`src/rtl/instr_decode_queue.sv`:
```
// -----------------------------------------------------------------------------
// instr_decode_queue
//
// Buffered MIPS-32 instruction field splitter that sits between instruction
// fetch and the register-file/control stage. Instruction words arrive over a
// valid/ready handshake and are held in a DEPTH-entry FIFO. The head entry is
// split into every MIPS field, classified as an R, I or J format, and its
// immediate is extended to IMM_W bits. A flush discards everything buffered,
// which is used for branch/jump redirects.
//
// Parameters
//   DEPTH  FIFO entries (power of two, >= 2)
//   IMM_W  width of the extended immediate (>= 16)
//
// Ports
//   clk        rising-edge clock
//   reset      asynchronous, active-high reset
//   in_valid   upstream presents in_instr
//   in_ready   queue can accept a word (!full, registered state only)
//   in_instr   32-bit instruction word
//   flush      discard all entries at the next edge
//   out_valid  head entry present (!empty, registered state only)
//   out_ready  downstream consumes the head entry
//   opcode     head[31:26]
//   rs         head[25:21]
//   rt         head[20:16]
//   rd         head[15:11]
//   shamt      head[10:6]
//   funct      head[5:0]
//   imm_ext    head[15:0], zero-extended for andi/ori/xori, else sign-extended
//   address    head[25:0] (jump target field)
//   itype      format class: 0 = R, 1 = I, 2 = J, 3 = reserved
//   count      current occupancy
//
// All field outputs and itype are forced to zero while out_valid is low.
// -----------------------------------------------------------------------------
module instr_decode_queue #(
    parameter int DEPTH = 4,
    parameter int IMM_W = 32
) (
    input  logic                         clk,
    input  logic                         reset,
    input  logic                         in_valid,
    output logic                         in_ready,
    input  logic [31:0]                  in_instr,
    input  logic                         flush,
    output logic                         out_valid,
    input  logic                         out_ready,
    output logic [5:0]                   opcode,
    output logic [4:0]                   rs,
    output logic [4:0]                   rt,
    output logic [4:0]                   rd,
    output logic [4:0]                   shamt,
    output logic [5:0]                   funct,
    output logic [IMM_W-1:0]             imm_ext,
    output logic [25:0]                  address,
    output logic [1:0]                   itype,
    output logic [$clog2(DEPTH+1)-1:0]   count
);

    localparam int AW = $clog2(DEPTH);
    localparam int CW = $clog2(DEPTH + 1);
    localparam logic [CW-1:0] FULL_COUNT = CW'(DEPTH);

    // Opcodes that drive the format class and immediate extension.
    localparam logic [5:0] OP_SPECIAL = 6'h00;
    localparam logic [5:0] OP_J       = 6'h02;
    localparam logic [5:0] OP_JAL     = 6'h03;
    localparam logic [5:0] OP_ANDI    = 6'h0C;
    localparam logic [5:0] OP_ORI     = 6'h0D;
    localparam logic [5:0] OP_XORI    = 6'h0E;

    typedef enum logic [1:0] {
        ITYPE_R    = 2'd0,
        ITYPE_I    = 2'd1,
        ITYPE_J    = 2'd2,
        ITYPE_RSVD = 2'd3
    } itype_e;

    // -------------------------------------------------------------------------
    // Storage and pointers
    // -------------------------------------------------------------------------
    logic [31:0]   mem [DEPTH];
    logic [AW-1:0] wr_ptr;
    logic [AW-1:0] rd_ptr;
    logic [CW-1:0] occ;

    logic push;
    logic pop;

    // Handshake flags come only from the occupancy register so that neither
    // side sees a combinational path through the other side's signals.
    assign in_ready  = (occ != FULL_COUNT);
    assign out_valid = (occ != '0);
    assign count     = occ;

    // A flush cycle suppresses both transfers; the offered word is dropped.
    assign push = in_valid  && in_ready  && !flush;
    assign pop  = out_valid && out_ready && !flush;

    // NOTE: state uses <= so every register samples pre-edge values; mixing in
    // blocking assignments here would make the result depend on block order.
    always_ff @(posedge clk or posedge reset) begin
        if (reset) begin
            wr_ptr <= '0;
            rd_ptr <= '0;
            occ    <= '0;
        end else if (flush) begin
            wr_ptr <= '0;
            rd_ptr <= '0;
            occ    <= '0;
        end else begin
            // DEPTH is a power of two, so the natural AW-bit wrap is modulo DEPTH.
            if (push) wr_ptr <= wr_ptr + AW'(1);
            if (pop)  rd_ptr <= rd_ptr + AW'(1);
            unique case ({push, pop})
                2'b10:   occ <= occ + CW'(1);
                2'b01:   occ <= occ - CW'(1);
                default: occ <= occ;
            endcase
        end
    end

    // NOTE: the array has no reset; its contents are only observed through
    // occ/rd_ptr, which are reset, so clearing it would be wasted logic.
    always_ff @(posedge clk) begin
        if (push) mem[wr_ptr] <= in_instr;
    end

    // -------------------------------------------------------------------------
    // Head decode
    // -------------------------------------------------------------------------
    logic [31:0] head;
    logic [5:0]  head_op;
    itype_e      head_type;
    logic        head_zext;

    assign head    = mem[rd_ptr];
    assign head_op = head[31:26];

    always_comb begin
        unique case (head_op)
            OP_SPECIAL:     head_type = ITYPE_R;
            OP_J, OP_JAL:   head_type = ITYPE_J;
            default:        head_type = ITYPE_I;
        endcase
    end

    // Logical immediates are unsigned; everything else treats imm as signed.
    assign head_zext = (head_op == OP_ANDI) || (head_op == OP_ORI) ||
                       (head_op == OP_XORI);

    // NOTE: every output gets a default before the conditional, otherwise the
    // out_valid=0 path would leave them unassigned and infer latches.
    always_comb begin
        opcode  = '0;
        rs      = '0;
        rt      = '0;
        rd      = '0;
        shamt   = '0;
        funct   = '0;
        imm_ext = '0;
        address = '0;
        itype   = '0;
        if (out_valid) begin
            opcode  = head_op;
            rs      = head[25:21];
            rt      = head[20:16];
            rd      = head[15:11];
            shamt   = head[10:6];
            funct   = head[5:0];
            address = head[25:0];
            itype   = head_type;
            imm_ext = head_zext ? IMM_W'(head[15:0])
                                : IMM_W'($signed(head[15:0]));
        end
    end

endmodule

```
`config.mk`:
```
export PLATFORM = sky130hd
export DESIGN_NAME = instr_decode_queue
export DESIGN_NICKNAME = d
export VERILOG_FILES = /design/src/rtl/instr_decode_queue.sv
export SDC_FILE = /design/constraint.sdc
export NUM_CORES = 1
export LEC_CHECK = 0
export CAP_MARGIN = 30
export CELL_PAD_IN_SITES_DETAIL_PLACEMENT = 2
export CELL_PAD_IN_SITES_GLOBAL_PLACEMENT = 2
export CORE_MARGIN = 1.5
export CORE_UTILIZATION = 37
export CTS_BUF_LIST = sky130_fd_sc_hd__clkbuf_8
export CTS_CLUSTER_SIZE = 24
export DETAILED_ROUTE_END_ITERATION = 10
export PLACE_DENSITY_LB_ADDON = 0.25
export SYNTH_ARGS = -nofsm -noshare
export SYNTH_HDL_FRONTEND = slang
export SYNTH_SLANG_ARGS = --single-unit
```
`constraint.sdc`:
```
create_clock -name clk -period 3.2 [get_ports clk]
set_input_delay 0.48 -clock clk [delete_from_list [all_inputs] [get_ports clk]]
set_output_delay 0.48 -clock clk [all_outputs]
set_load 0.02 [all_outputs]
```
==> results.py, run 1 <==
metrics = {
    "placed_design": {
        "gp_congestion": 0.704,
        "placed_area_mm2": 0.00723,
        "dp_slack_ps": -57.6,
        "place.port_buffers": 133,
        "dp_cells": 629,
        "dpl.hpwl_um": 9520,
    },
    "floorplan": {
        "die_h_um": 130,
        "initial_core_util": 0.377,
        "die_w_um": 130,
        "core-area_mm2": 0.0158,
        "die_area_mm2": 0.0169,
        "ios": 134,
        "rows": 46,
    },
    "critical_path": {
        "crit_end": "imm_ext[17]",
        "worstPathMaxFanout": 16,
        "startpoint_type": "flop",
        "crit_path_start": "rd_ptr[0]",
        "arrival_ps": 2610,
        "critPathRequiredTime_ps": 2720,
        "r2r_slack_ps": 370,
        "r2r_start": "count[1]",
        "crit_type": "reg -> out",
        "r2r_end": "count[2]",
        "cp_slowest_cell": "mux4_1",
        "ff2ff_path_depth": 8,
        "path_cells": "mux4_1 -> a41oi_4 -> buf_12 -> clkdlybuf4s50_1",
        "endpoint_kind": "output pin",
        "slowest_delay_ps": 680,
    },
    "pwr": {
        "switching_share": 0.267,
        "total_power_uw": 4740,
        "p_int_uw": 3470,
        "p_leak_uw": 0.00294,
        "p_sw_uw": 1260,
        "p_seq_frac": 0.429,
        "pwr-share-comb": 0.249,
        "power_density_mw_per_mm2": 611,
        "power.share.clock": 0.322,
        "ir_worst_vdd_mv": 0.301,
    },
    "synth": {
        "synth_cell_type_count": 35,
        "synth_seq_area_share": 0.673,
        "synth_area_leaders": "edfxtp_1 64%, mux4_1 11%, buf_4 7.3%, and2_1 3.7%, dfrtp_1 2.9%",
        "syn-cell-area_mm2": 0.00597,
        "syn_nets": 372,
        "yosys_warnings": 0,
        "syn_avg_cell_area_um2": 18.1,
        "synth_cells": 330,
        "synth_top_area_frac": 0.644,
        "synth_top_area_cell": "edfxtp_1",
        "ys_ff_latch": 135,
    },
    "clocking": {
        "clk_pin_slew_ps": 70,
        "clockBufferDepth": 2,
        "cts_tree": "done",
        "cts_sinks": 135,
        "cts_max_level": 4,
        "cts_root_buf": "clkbuf_8",
        "numCtsBuffers": 17,
        "clk_latency_ps": 440,
    },
    "drt": {
        "wl_per_cell_um": 20.9,
        "routed-via-count": 3181,
        "routed_via_density": 4.81,
        "wl_um": 13800,
        "dr.pass1.iters": 4,
        "final_antenna_net_count": 0,
        "drt_iter0_markers": 125,
        "drc_errors": 0,
    },
    "cells_and_area": {
        "diodes": 0,
        "area_delta_synth_final_pct": 29.9,
        "final_nets": 475,
        "nFillCells": 1447,
        "drive_gt1_frac": 0.148,
        "design_area_mm2": 0.00775,
        "stdcell_count": 661,
    },
    "timing": {
        "relSlewSlack": 0.768,
        "fmax_ghz": 0.324,
        "report.final.slew_viol_count": 0,
        "setup-violations-final": 0,
        "finalHoldViolations": 0,
        "finalCriticalPeriod_ps": 3090,
        "worst_pin_slew_ps": 344,
        "whs_ps": 297,
        "fin_skew_ps": 6.85,
        "setup_ws_ps": 115,
        "rsz0062_at_grt": "no",
        "period_share": 0.964,
    },
    "global_routing": {
        "grt_start_max_net_pins": 36,
        "grt.total_usage": 0.172,
        "grt_pass1_wl_um": 20600,
        "first_global_vias": 3523,
        "grt_overflow": 0,
        "antenna_found_initial": 0,
    },
    "run_status": {
        "status": "finished, final reports clean",
    },
    "worst_hold_path": {
        "hp-class": "in -> async",
    },
    "flow_run": {
        "drv_cap": 0,
    },
}
## critical path: cells and delay by family, from the launching register on
family | cells | cell delay (ps)
buf+inv | 2 | 760
mux | 1 | 680
flops | 1 | 450
compound gates | 1 | 280
## state kept, by name, indices dropped and copies added, names as in the netlist
name    cells
rd_ptr      2
wr_ptr      2
count       3
mem       128
## power groups by stage
| stage | clock network [uW] | logic, uW | registers [uW] |
|---|---|---|---|
| floorplan | 0 | 777 | 2060 |
| global placement | 0 | 1160 | 2060 |
| detailed placement | 0 | 1190 | 2070 |
| CTS | 1560 | 1210 | 2030 |
| global route | 1620 | 1260 | 2040 |
| finish | 1530 | 1180 | 2030 |
## cell families after synthesis
kind of cell    count (synthesis)  share of synthesized area
flops                         135                      0.673
buf+inv                        76                     0.0943
simple gates                   66                     0.0639
mux                            33                      0.139
compound gates                 11                     0.0119
fa+ha+maj                       5                     0.0117
xor+xnor                        4                    0.00587
## worst min-delay path by stage
stage / to / slack [ps] / from / depth (start not counted)
6_report: count[1] / 300 / reset / 2
5_1_grt: count[0] / 310 / reset / 2
4_1_cts: count[1] / 280 / reset / 2
3_5_place_dp: wr_ptr[1] / 630 / wr_ptr[1] / 2
3_3_place_gp: wr_ptr[1] / 570 / wr_ptr[1] / 2
2_1_floorplan: count[0] / 280 / reset / 1
## through the flow
stage | setup TNS, ps | utilization
floorplan | 0 | -
global placement | 0 | 0.457
detailed placement | -821 | 0.457
CTS | 0 | 0.486
global route | 0 | 0.490
finish | 0 | 0.490
## repair_timing
| item | in CTS | in global routing |
|---|---|---|
| endpoints found under the setup margin | 61 | 37 |
| buffers inserted | 1 | 0 |
| hold buffers | 0 | 0 |
| gates resized for setup | 6 | 22 |
## placed cells by master, fill, tap and decap left out, types with 3 or more instances in the layout
cell type,synthesis,final
a31oi_1,3,3
and2_1,35,31
and2_2,1,5
buf_12,3,4
buf_4,58,17
bufinv_16,0,5
clkbuf_8,0,17
clkdlybuf4s50_1,0,110
clkinv_2,0,3
dfrtp_1,7,5
dlymetal6s2s_1,0,21
edfxtp_1,128,128
ha_1,4,4
inv_1,5,8
mux4_1,26,26
mux4_2,6,6
nand2_1,6,6
nand3_1,5,5
nor2_1,8,7
## area by class of cell
class	instances	area, um2	share of cell area
clock inverters	14	191	0.0247
flip-flops and latches	135	4020	0.519
clock buffers	17	234	0.0302
inverters	5	18.8	0.00242
well taps	216	270	0.0349
multi-input cells	119	1410	0.182
repair buffers	155	1600	0.207
## layer usage
metal / global-route usage / wire length (um) / vias up
met5: 0 / 0 / -
met4: 0.0549 / 162 / 0
met3: 0.0422 / 637 / 16
met2: 0.315 / 7410 / 106
met1: 0.198 / 5600 / 1632
li1: - / - / 1427
## cells in the mapped netlist (all sizes together)
library cell and instances:
or4 1, a21o 1, inv 5, nand2b 2, o311ai 1, a21oi 2
nor3b 1, mux2 1, nand3 5, nor3 2, mux4 32, buf 65
dfrtp 7, nor2 8, ha 4, or3b 1, nor4 1, nor2b 1
edfxtp 128, a31oi 3, a41oi 1, or3 2, fa 1, o21ai 2
clkbuf 6, xor2 2, and2 36, nand2 6, a21boi 1, xnor2 2
No activity file was read; power rests on OpenSTA's default activity.
==> inputs of run 2 (changes only) <==
Settings changed: GPL_TIMING_DRIVEN set to 0.
==> results.py, run 2 (synthesis gave the netlist of run 1 again) <==
metrics = {
    "clocking": {
        "cts_tree": "done",
        "cts_sinks": 135,
        "clk_latency_ps": 450,
        "clockBufferDepth": 2,
        "cts_max_level": 4,
        "numCtsBuffers": 17,
        "cts_root_buf": "clkbuf_8",
        "clk_pin_slew_ps": 80,
    },
    "drt": {
        "drt_iter0_markers": 184,
        "wl_um": 13900,
        "wl_per_cell_um": 19.5,
        "routed-via-count": 3401,
        "dr.pass1.iters": 4,
        "routed_via_density": 4.76,
        "final_antenna_net_count": 0,
        "drc_errors": 0,
    },
    "critical_path": {
        "endpoint_kind": "output pin",
        "arrival_ps": 2620,
        "worstPathMaxFanout": 10,
        "crit_type": "reg -> out",
        "critPathRequiredTime_ps": 2720,
        "startpoint_type": "flop",
    },
    "cells_and_area": {
        "diodes": 0,
        "drive_gt1_frac": 0.247,
        "area_delta_synth_final_pct": 35.2,
        "mostFrequentLayoutCells": "128 x edfxtp_1, 83 x clkdlybuf4s50_1, 63 x buf_4, 35 x dlygate4sd2_1, 31 x and2_1",
        "stdcell_count": 714,
        "final_nets": 527,
        "multiInputGateArea_mm2": 0.00140,
        "mostFrequentLayoutCell": "edfxtp_1",
        "largest_register_ffs": 128,
        "design_area_mm2": 0.00807,
        "seqCellArea_mm2": 0.00402,
        "nFillCells": 1480,
        "regMostFlops": "mem",
    },
    "placed_design": {
        "placed_area_mm2": 0.00764,
        "place.port_buffers": 131,
        "dp_cells": 682,
        "dp_slack_ps": -3.27,
        "gp_congestion": 0.682,
        "dpl.hpwl_um": 9860,
    },
    "timing": {
        "report.final.slew_viol_count": 0,
        "setup-violations-final": 0,
        "finalCriticalPeriod_ps": 3100,
        "fmax_ghz": 0.323,
        "whs_ps": 284,
        "rsz0062_at_grt": "no",
        "setup_ws_ps": 103,
        "worst_pin_slew_ps": 448,
        "finalHoldViolations": 0,
        "period_share": 0.968,
        "relSlewSlack": 0.701,
        "fin_skew_ps": 9.93,
    },
    "pwr": {
        "ir_worst_vdd_mv": 0.316,
        "switching_share": 0.283,
        "p_sw_uw": 1350,
        "total_power_uw": 4790,
        "power.share.clock": 0.303,
        "p_int_uw": 3430,
        "pwr-share-comb": 0.274,
        "p_leak_uw": 0.00320,
        "p_seq_frac": 0.423,
        "power_density_mw_per_mm2": 593,
    },
    "flow_run": {
        "drv_cap": 0,
    },
    "floorplan": {
        "die_w_um": 130,
        "initial_core_util": 0.377,
        "rows": 46,
        "core-area_mm2": 0.0158,
        "die_area_mm2": 0.0169,
        "die_h_um": 130,
        "ios": 134,
    },
    "global_routing": {
        "grt_overflow": 0,
        "grt_pass1_wl_um": 21200,
        "grt.total_usage": 0.175,
        "first_global_vias": 3767,
        "grt_start_max_net_pins": 27,
        "antenna_found_initial": 0,
    },
    "run_status": {
        "status": "finished, final reports clean",
    },
    "worst_hold_path": {
        "hp-class": "in -> async",
    },
}
run 2: layout make-up:
| type | instances | area share |
|---|---|---|
| plain buffers | 70 | 0.0684 |
| clock buffers | 17 | 0.0290 |
| clock inverters | 15 | 0.0222 |
| inverters | 5 | 0.00233 |
| multi-input cells | 119 | 0.174 |
| flip-flops and latches | 135 | 0.498 |
| well taps | 216 | 0.0335 |
| repair buffers | 137 | 0.173 |
run 2: routing by layer:
layer	up-vias	part of all wire	GRT usage	routed length, um
met5	-	0	0	0
met2	106	0.54	0.316	7470
met1	1748	0.40	0.198	5520
li1	1529	-	-	-
met3	18	0.052	0.0488	719
met4	0	0.014	0.0588	201
run 2: stage by stage:
stage | TNS, ps | util
after detailed placement | -6.63 | 0.483
after global placement | -55010 | 0.477
after CTS | 0 | 0.508
after global routing | 0 | 0.510
after floorplan | 0 | -
final | 0 | 0.510
run 2: power groups by stage:
| stage | registers [uW] | clock network [uW] | logic, uW |
|---|---|---|---|
| 2_1_floorplan | 2060 | 0 | 777 |
| 3_3_place_gp | 2060 | 0 | 1330 |
| 3_5_place_dp | 2070 | 0 | 1390 |
| 4_1_cts | 2030 | 1490 | 1350 |
| 5_1_grt | 2030 | 1540 | 1400 |
| 6_report | 2030 | 1450 | 1310 |
run 2: path summary, 6_finish.rpt:
kind	slack [ps]	endpoint	depth (start not counted)	startpoint
worst max-delay path	100	imm_ext[14]	5	count[1]
worst min-delay path	280	count[2]	2	reset
worst max register to register	570	count[2]	7	count[1]
worst min register to register	610	wr_ptr[1]	2	wr_ptr[1]
max in group asynchronous	2660	rd_ptr[1]	2	reset
min in group clk	420	rd_ptr[0]	2	flush
run 2: repair_timing:
action                     4_1_cts  5_1_grt
buffers inserted                 1        0
hold buffers                     0        0
gates resized for setup         45       13
setup endpoints to repair       86       13
pin swaps                        1        0
run 2: worst max-delay path, cell delays in order (launching register included):
cell and delay (ps):
dfrtp_1 510, or3_4 510, clkbuf_2 240, and2_1 220, buf_4 130, clkdlybuf4s50_1 550
==> inputs of run 3 (changes only) <==
==> constraint.sdc (replaced) <==
create_clock -name clk -period 3.2 [get_ports clk]
set_input_delay 0.32 -clock clk [delete_from_list [all_inputs] [get_ports clk]]
set_output_delay 0.32 -clock clk [all_outputs]
set_load 0.02 [all_outputs]
==> results.py, run 3 (synthesis gave the netlist of run 1 again) <==
metrics = {
    "timing": {
        "fmax_ghz": 0.328,
        "fin_skew_ps": 7.80,
        "setup_ws_ps": 155,
        "period_share": 0.951,
        "report.final.slew_viol_count": 0,
        "worst_pin_slew_ps": 446,
        "finalHoldViolations": 0,
        "finalCriticalPeriod_ps": 3040,
        "relSlewSlack": 0.703,
        "setup-violations-final": 0,
    },
    "clocking": {
        "clk_pin_slew_ps": 80,
        "clk_latency_ps": 440,
        "cts_max_level": 4,
        "cts_sinks": 135,
        "cts_tree": "done",
        "clockBufferDepth": 2,
        "cts_root_buf": "clkbuf_8",
        "numCtsBuffers": 17,
    },
    "critical_path": {
        "crit_path_start": "rd_ptr[0]",
        "cp_slowest_cell": "mux4_1",
        "ff2ff_path_depth": 7,
        "cp_common_cell": "buf_4",
        "path_cells": "buf_6 -> buf_12 -> mux4_1 -> nand2_1 -> a41oi_2 -> buf_4 -> buf_4 -> clkdlybuf4s50_1",
        "arrival_ps": 2720,
        "critPathRequiredTime_ps": 2880,
        "endpoint_kind": "output pin",
        "worstPathMaxFanout": 12,
        "startpoint_type": "flop",
        "slowest_delay_ps": 550,
        "crit_type": "reg -> out",
        "r2r_start": "count[1]",
    },
    "drt": {
        "wl_per_cell_um": 19.5,
        "routed-via-count": 3401,
        "drc_errors": 0,
        "wl_um": 13900,
        "final_antenna_net_count": 0,
        "dr.pass1.iters": 4,
        "drt_iter0_markers": 173,
        "routed_via_density": 4.76,
    },
    "cells_and_area": {
        "drive_gt1_frac": 0.245,
        "regMostFlops": "mem",
        "area_delta_synth_final_pct": 35.6,
        "diodes": 0,
        "stdcell_count": 714,
        "mostFrequentLayoutCell": "edfxtp_1",
        "largest_register_ffs": 128,
        "final_nets": 527,
        "mostFrequentLayoutCells": "128 x edfxtp_1, 124 x clkdlybuf4s50_1, 61 x buf_4, 31 x and2_1, 25 x mux4_1",
    },
    "placed_design": {
        "place.port_buffers": 131,
        "dpl.hpwl_um": 9860,
        "gp_congestion": 0.682,
        "dp_cells": 682,
        "dp_slack_ps": 157,
    },
    "floorplan": {
        "rows": 46,
        "core-area_mm2": 0.0158,
        "die_area_mm2": 0.0169,
        "die_w_um": 130,
        "die_h_um": 130,
        "initial_core_util": 0.377,
        "ios": 134,
    },
    "pwr": {
        "pwr-share-comb": 0.283,
        "p_seq_frac": 0.419,
        "p_int_uw": 3490,
        "power.share.clock": 0.298,
        "p_sw_uw": 1350,
        "total_power_uw": 4840,
        "switching_share": 0.279,
        "p_leak_uw": 0.00296,
        "ir_worst_vdd_mv": 0.316,
        "power_density_mw_per_mm2": 598,
    },
    "global_routing": {
        "grt_pass1_wl_um": 21200,
        "first_global_vias": 3761,
        "grt_start_max_net_pins": 27,
        "grt.total_usage": 0.174,
        "grt_overflow": 0,
        "antenna_found_initial": 0,
    },
    "worst_hold_path": {
        "hp-class": "in -> async",
    },
    "run_status": {
        "status": "finished, final reports clean",
    },
    "flow_run": {
        "drv_cap": 0,
    },
}
[run 3: repair_timing]
action	CTS	global route
pin swaps	1	0
cloned	0	0
setup buffers	1	0
hold endpoints to repair	0	0
endpoints found under the setup margin	78	26
hold buffers	0	0
resized for setup	5	9
[run 3: power by group through the flow]
stage / Combinational (uW) / Clock [uW] / Sequential [uW]
floorplan: 777 / 0 / 2060
global placement: 1330 / 0 / 2060
detailed placement: 1390 / 0 / 2070
CTS: 1400 / 1490 / 2030
global route: 1460 / 1540 / 2030
finish: 1370 / 1440 / 2030
[run 3: worst paths after layout]
check	endpoint	slack, ps
min in group clk	rd_ptr[0]	260
max reg2reg	count[2]	570
min reg2reg	wr_ptr[1]	610
min	count[2]	120
max	imm_ext[19]	160
max in group asynchronous	rd_ptr[1]	2820
[run 3: final cells by class]
| class | count | area [um2] |
|---|---|---|
| multi-input cells | 119 | 1400 |
| plain buffers | 70 | 546 |
| repair buffers | 137 | 1420 |
| inverters | 5 | 18.8 |
| fillers | 1453 | 7730 |
| flip-flops and latches | 135 | 4020 |
| well taps | 216 | 270 |
| clock inverters | 15 | 179 |
| clock buffers | 17 | 234 |
[run 3: worst max-delay path, delay by kind of cell (launching register included)]
| kind | cells | cell delay (ps) |
|---|---|---|
| buffers and inverters | 5 | 1180 |
| flip-flops | 1 | 340 |
| multiplexers | 1 | 550 |
| AND/OR/NAND/NOR | 1 | 140 |
| AO/OA/AOI/OAI | 1 | 60 |
[run 3: routing by layer]
metal / part of all wire / vias up / global-route usage
li1: - / 1530 / -
met1: 0.40 / 1751 / 0.198
met4: 0.014 / 0 / 0.0588
met3: 0.051 / 18 / 0.0488
met5: 0 / - / 0
met2: 0.54 / 102 / 0.316
[run 3: through the flow]
| step | setup TNS, ps | utilization | hold WS, ps | area (um2) |
|---|---|---|---|---|
| 2_1_floorplan | 0 | - | 123 | 5970 |
| 3_3_place_gp | -31970 | 0.477 | 560 | 7550 |
| 3_5_place_dp | 0 | 0.483 | 591 | 7640 |
| 4_1_cts | 0 | 0.510 | 97.1 | 8070 |
| 5_1_grt | -0.0824 | 0.511 | 120 | 8090 |
| 6_report | 0 | 0.511 | 122 | 8090 |
==> RTL change 1, RTL diff (config.mk and constraints of run 2) <==
Put one more register stage on the output `count`, without a reset. The value now appears one clock later. The other outputs are not delayed to match.
--- a/src/rtl/instr_decode_queue.sv
+++ b/src/rtl/instr_decode_queue.sv
@@ -92,7 +92,9 @@
     // side sees a combinational path through the other side's signals.
     assign in_ready  = (occ != FULL_COUNT);
     assign out_valid = (occ != '0);
-    assign count     = occ;
+    always_ff @(posedge clk) begin
+        count <= occ;
+    end
 
     // A flush cycle suppresses both transfers; the offered word is dropped.
     assign push = in_valid  && in_ready  && !flush;
Behaviour: not the same (a bounded check fails within 4 cycles, from zero or initial values and one cycle with reset high).
==> RTL change 1 against run 2 <==
  * Sequential share of layout area is 1.1 points higher
  * Largest cell class unchanged
  * First-iteration DRC count is 24% lower
  * Critical endpoint is now address[16]
  * Wire length is 0.59% higher
  * Worst setup slack better by 0.034 ns
  * Sequential cell count is 3 higher
  * Power is 12% lower
  * Synthesized area is 1.0% higher
  * Design area is 0.70% lower
  * Count of clock-buffer cells in the layout stayed put
==> RTL change 1: results (changes against run 2) <==
Cells and area
  • Fill cells: 1467 (-0.88%)
  • Inverters: 4 (-1)
  • Bufs w/o clock: 205 (-0.97%)
  • FF/Latch Area: 4080 um2 (+1.5%)
  • Multi-input gate share of total cell area: 17.6% (+0.20 points)
  • Layout cells sized above 1: 27.2% (+2.5 points)
  • Buffering overhead: 24.0% (-0.13 points)
  • Fin util: 50.4% (-0.54 points)

Global route
  • GRT Util Overall: 17.5% (about the same)
  • Largest net degree at the start of global routing: 26 (-3.7%)
  • First-pass GRT wire length: 21200 um (+0.29%)

Placement
  • Placed Cells: 684 (+0.29%)
  • Port Buffers: 130 (-0.76%)
  • Dpl cell area: 7710 um2 (+0.87%)
  • Placer congestion estimate: 0.661 (-3.1%)
  • HPWL reported at the end of detailed placement: 9750 um (-1.2%)

Synthesis
  • Synth cell count leaders: edfxtp_1, buf_4, and2_1, mux4_1, nor2_1
  • Number of library cell types mapped by synthesis: 38 (+8.6%)
  • Seq/Total Area, Yosys: 67.6% (+0.31 points)
  • Cells after Synth: 333 (+0.91%)
  • Main area contributors after synthesis: edfxtp_1, mux4_1, buf_4
  • Yosys reg bits: 138 (+2.2%)

Floorplanning
  • Die X: 131 um (+0.50%)

Timing
  • Worst slew pin tran: 0.547 ns (+0.0985 ns)
  • Clk_skew: 0.0110 ns (+0.00112 ns)
  • Worst hold margin: 0.290 ns (+0.00516 ns)

Drt
  • DRT iter0 DRCs: 140 (-24%)
  • Total number of vias: 3339 (-1.8%)
  • Final wirelength: 14000 um (+0.59%)
  • Per-cell routed wire length: 19.6 um (+0.73%)

Worst setup path
  • Critical Path AT: 2.58 ns (-0.04 ns)
  • R2r endpoint: occ[2]$_DFFE_PP0P_
  • Internal reg-to-reg setup slack: 0.75 ns (+0.18 ns)
  • Reg-to-Reg Start: occ[0]$_DFFE_PP0P_

Pwr
  • Leak Pwr: 3.12 nW (-2.3%)
  • Power Clock: 1.18 mW (-19%)
  • Seq pwr share: 48.8% (+6.5 points)
  • Maximum VDD drop: 314 uV (-0.57%)

Clock tree
  • Setup Buffers After CTS: 0 (-1)

Outcome
  • Status: finished, final reports clean
RTL change 1: changes by cell type after synthesis, sizes merged, moves of 2 or more:
cell / before / now
dfxtp: 0 / 3
a31oi: 3 / 1
o32a: 0 / 2
nand2: 6 / 8
nand3: 5 / 2
nor3: 2 / 0
RTL change 1: logic make-up after synthesis:
kind of cell               count (synthesis)  share of synthesized area [%]
DFF                                      138                           67.6
buffers and inverters                     76                           9.32
and+or+nand+nor                           65                           6.18
muxes                                     33                           13.7
AOI/OAI and AO/OA                         13                           1.58
adders and majority gates                  5                           1.16
xor gates and xnor gates                   3                          0.436
RTL change 1: routing by layer:
layer | GRT usage, % | wire length (um) | up-vias
met5 | 0 | 0 | -
met2 | 32.4 | 7570 | 100
met1 | 19.8 | 5720 | 1696
met3 | 3.87 | 581 | 9
li1 | - | - | 1534
met4 | 6.21 | 115 | 0
RTL change 1: worst max-delay path by stage:
stage / from / endpoint / slack (ns) / cells past startpoint
floorplan: rd_ptr[0]$_DFFE_PP0P_ / imm_ext[17] / 0.30 / 4
global placement: occ[1]$_DFFE_PP0P_ / imm_ext[29] / -0.43 / 7
detailed placement: occ[1]$_DFFE_PP0P_ / rs[3] / -0.04 / 7
CTS: occ[1]$_DFFE_PP0P_ / imm_ext[5] / 0.002 / 6
global route: occ[0]$_DFFE_PP0P_ / imm_ext[5] / 0.008 / 5
finish: rd_ptr[0]$_DFFE_PP0P_ / address[16] / 0.14 / 6
RTL change 1: worst max-delay path, cell delays in order, from the launching register on:
cell             delay (ns)
dfrtp_1                0.35
buf_6                  0.16
buf_12                 0.16
buf_12                 0.15
mux4_1                 0.57
and2_1                 0.21
clkdlybuf4s50_1        0.54
==> RTL change 2, RTL diff (config.mk and constraints of run 2) <==
Without the edit above. The parameter `IMM_W` goes from 32 to 24.
--- a/src/rtl/instr_decode_queue.sv
+++ b/src/rtl/instr_decode_queue.sv
@@ -36,7 +36,7 @@
 // -----------------------------------------------------------------------------
 module instr_decode_queue #(
     parameter int DEPTH = 4,
-    parameter int IMM_W = 32
+    parameter int IMM_W = 24
 ) (
     input  logic                         clk,
     input  logic                         reset,
Ports: changed (resized imm_ext); port bits go from 134 to 126. The function was not compared with the original's and may differ.
==> RTL change 2 against run 2 <==
  * Hold slack lost 0.012 ns
  * Cell count down 2.5%
  * Sequential power barely moved
  * Sequential share of layout area is 0.86 points higher
  * Via count shrank 2.7%
  * Power shrank 0.62%
  * Wire length rose by 3.1%
  * Sequential cell count did not move
  * Synthesized area decreased by 1.0%
  * Design area down 1.7%
  * Clock skew decreased by 0.0024 ns
  * Worst setup slack better by 0.0034 ns
==> RTL change 2: results (changes against run 2) <==
Cells and area
  • Largest Register: mem
  • Final cell count without fillers: 696 (-2.5%)
  • Layout cells sized above 1: 25.0% (+0.30 points)
  • Fin nets: 509 (-3.4%)
  • Largest register FFs: 128 (unchanged)
  • ANT cells: 0 (unchanged)

Timing
  • Worst hold margin: 0.273 ns (-0.0116 ns)
  • Worst slew pin tran: 0.474 ns (+0.0260 ns)
  • Clk_skew: 0.00754 ns (-0.00239 ns)

Global route
  • Antenna violations before repair: 0 (unchanged)
  • GRT Util Overall: 18.1% (+0.63 points)
  • First-pass GRT wire length: 21700 um (+2.4%)
  • Vias in the first global route: 3726 (-1.1%)
  • Largest net degree at the start of global routing: 33 (+22%)

Synthesis
  • Main area contributors after synthesis: edfxtp_1, mux4_1, buf_4
  • Synth cell count leaders: edfxtp_1, buf_4, and2_1, mux4_1, nor2_1
  • Yosys warnings: 0 (unchanged)
  • Adder-Cell Fraction of Synth Area: 1.19% (+0.012 points)
  • Number of library cell types mapped by synthesis: 35 (unchanged)
  • Seq/Total Area, Yosys: 68.0% (+0.68 points)
  • Largest family of logic cells by synthesized area: multiplexers
  • Syn_area_per_cell: 18.4 um2 (+1.5%)
  • Complex-gate fraction of the synthesized area: 1.21% (+0.012 points)
  • Mux cell area share after synthesis: 14.0% (+0.14 points)
  • Xor/xnor share of the synthesized area: 0.593% (+0.0060 points)
  • FFs w/ async S/R, synth: 5.19% (unchanged)
  • Post-synth EDFFs: 128 (unchanged)
  • Syn nets: 364 (-2.2%)

Worst setup path
  • Max FO, Critical Path: 10 (unchanged)
  • Top delay family on crit path: buffers and inverters
  • R2r endpoint: count[2]$_DFFE_PP0P_
  • R2R depth: 7 (unchanged)
  • Critical Path AT: 2.61 ns (about the same)
  • CP peak stage delay: 0.53 ns (-0.02 ns)
  • Worst setup path category: flop to output pin
  • Crit-path slowest cell: clkdlybuf4s50_1
  • Worst setup endpoint: rt[2]
  • Reg-to-Reg Start: count[1]$_DFFE_PP0P_

Clock tree
  • CTS clk-pin slew, worst paths: 0.08 ns (about the same)
  • Worst-Skew Late Latency: 0.44 ns
  • H-tree Lvls: 4 (unchanged)
  • CTS root buffer: clkbuf_8
  • Cts bufs inserted: 17 (unchanged)

Pwr
  • Leak Pwr: 3.10 nW (-3.0%)
  • Maximum VDD drop: 282 uV (-11%)

Placement
  • HPWL reported at the end of detailed placement: 9180 um (-6.9%)
  • Placed Cells: 665 (-2.5%)
  • Dpl cell area: 7500 um2 (-1.9%)
  • Port Buffers: 123 (-6.1%)
  • Placer congestion estimate: 0.673 (-1.3%)

Drt
  • DRT iter0 DRCs: 154 (-16%)
  • Drt via density: 4.75 (-0.19%)
  • Drt first pass iters: 4 (unchanged)
  • Per-cell routed wire length: 20.6 um (+5.8%)

Worst hold path
  • Hold WC Path Type: input pin to async pin

Outcome
  • Status: finished, final reports clean
## RTL change 2: cell types whose count changed after synthesis
cell / before / now
buf_4: 58 / 50
## RTL change 2: cell type report
cell class | instances | area [um2]
flip-flops and latches | 135 | 4020
fillers | 1478 | 7840
clock inverters | 15 | 185
plain buffers | 62 | 490
clock buffers | 17 | 234
inverters | 5 | 18.8
repair buffers | 127 | 1300
well taps | 216 | 270
multi-input cells | 119 | 1420
## RTL change 2: metrics by stage
stage,setup WS [ns],TNS [ns]
6_report,0.106,0
5_1_grt,0.0127,0
2_1_floorplan,0.644,0
3_3_place_gp,-0.447,-50.90
4_1_cts,-0.00325,-0.00477
3_5_place_dp,-0.0464,-0.248
## RTL change 2: repair_timing
item                                    4_1_cts  5_1_grt
setup buffers                                 0        0
endpoints found under the setup margin       77       16
hold endpoints to repair                      0        0
gates resized for setup                      39       16
pin swaps                                     1        0
## RTL change 2: where the power goes
| group | internal (mW) | switching [mW] | leakage, nW |
|---|---|---|---|
| registers | 2.00 | 0.0276 | 1.26 |
| clock network | 0.837 | 0.653 | 0.208 |
| logic | 0.623 | 0.621 | 1.64 |
## RTL change 2: kinds of logic after synthesis
group | Yosys count
flip-flops | 135
multiplexers | 33
XOR/XNOR | 4
AO/OA/AOI/OAI | 11
AND/OR/NAND/NOR | 66
adder cells (fa/ha/maj) | 5
buffers and inverters | 68
## RTL change 2: metal layers
| metal | vias to the layer above | wire length, um | track usage, % |
|---|---|---|---|
| li1 | 1493 | - | - |
| met2 | 103 | 7520 | 32.4 |
| met1 | 1703 | 6100 | 21.5 |
| met5 | - | 0 | 0 |
| met3 | 10 | 583 | 3.92 |
| met4 | 0 | 136 | 6.35 |
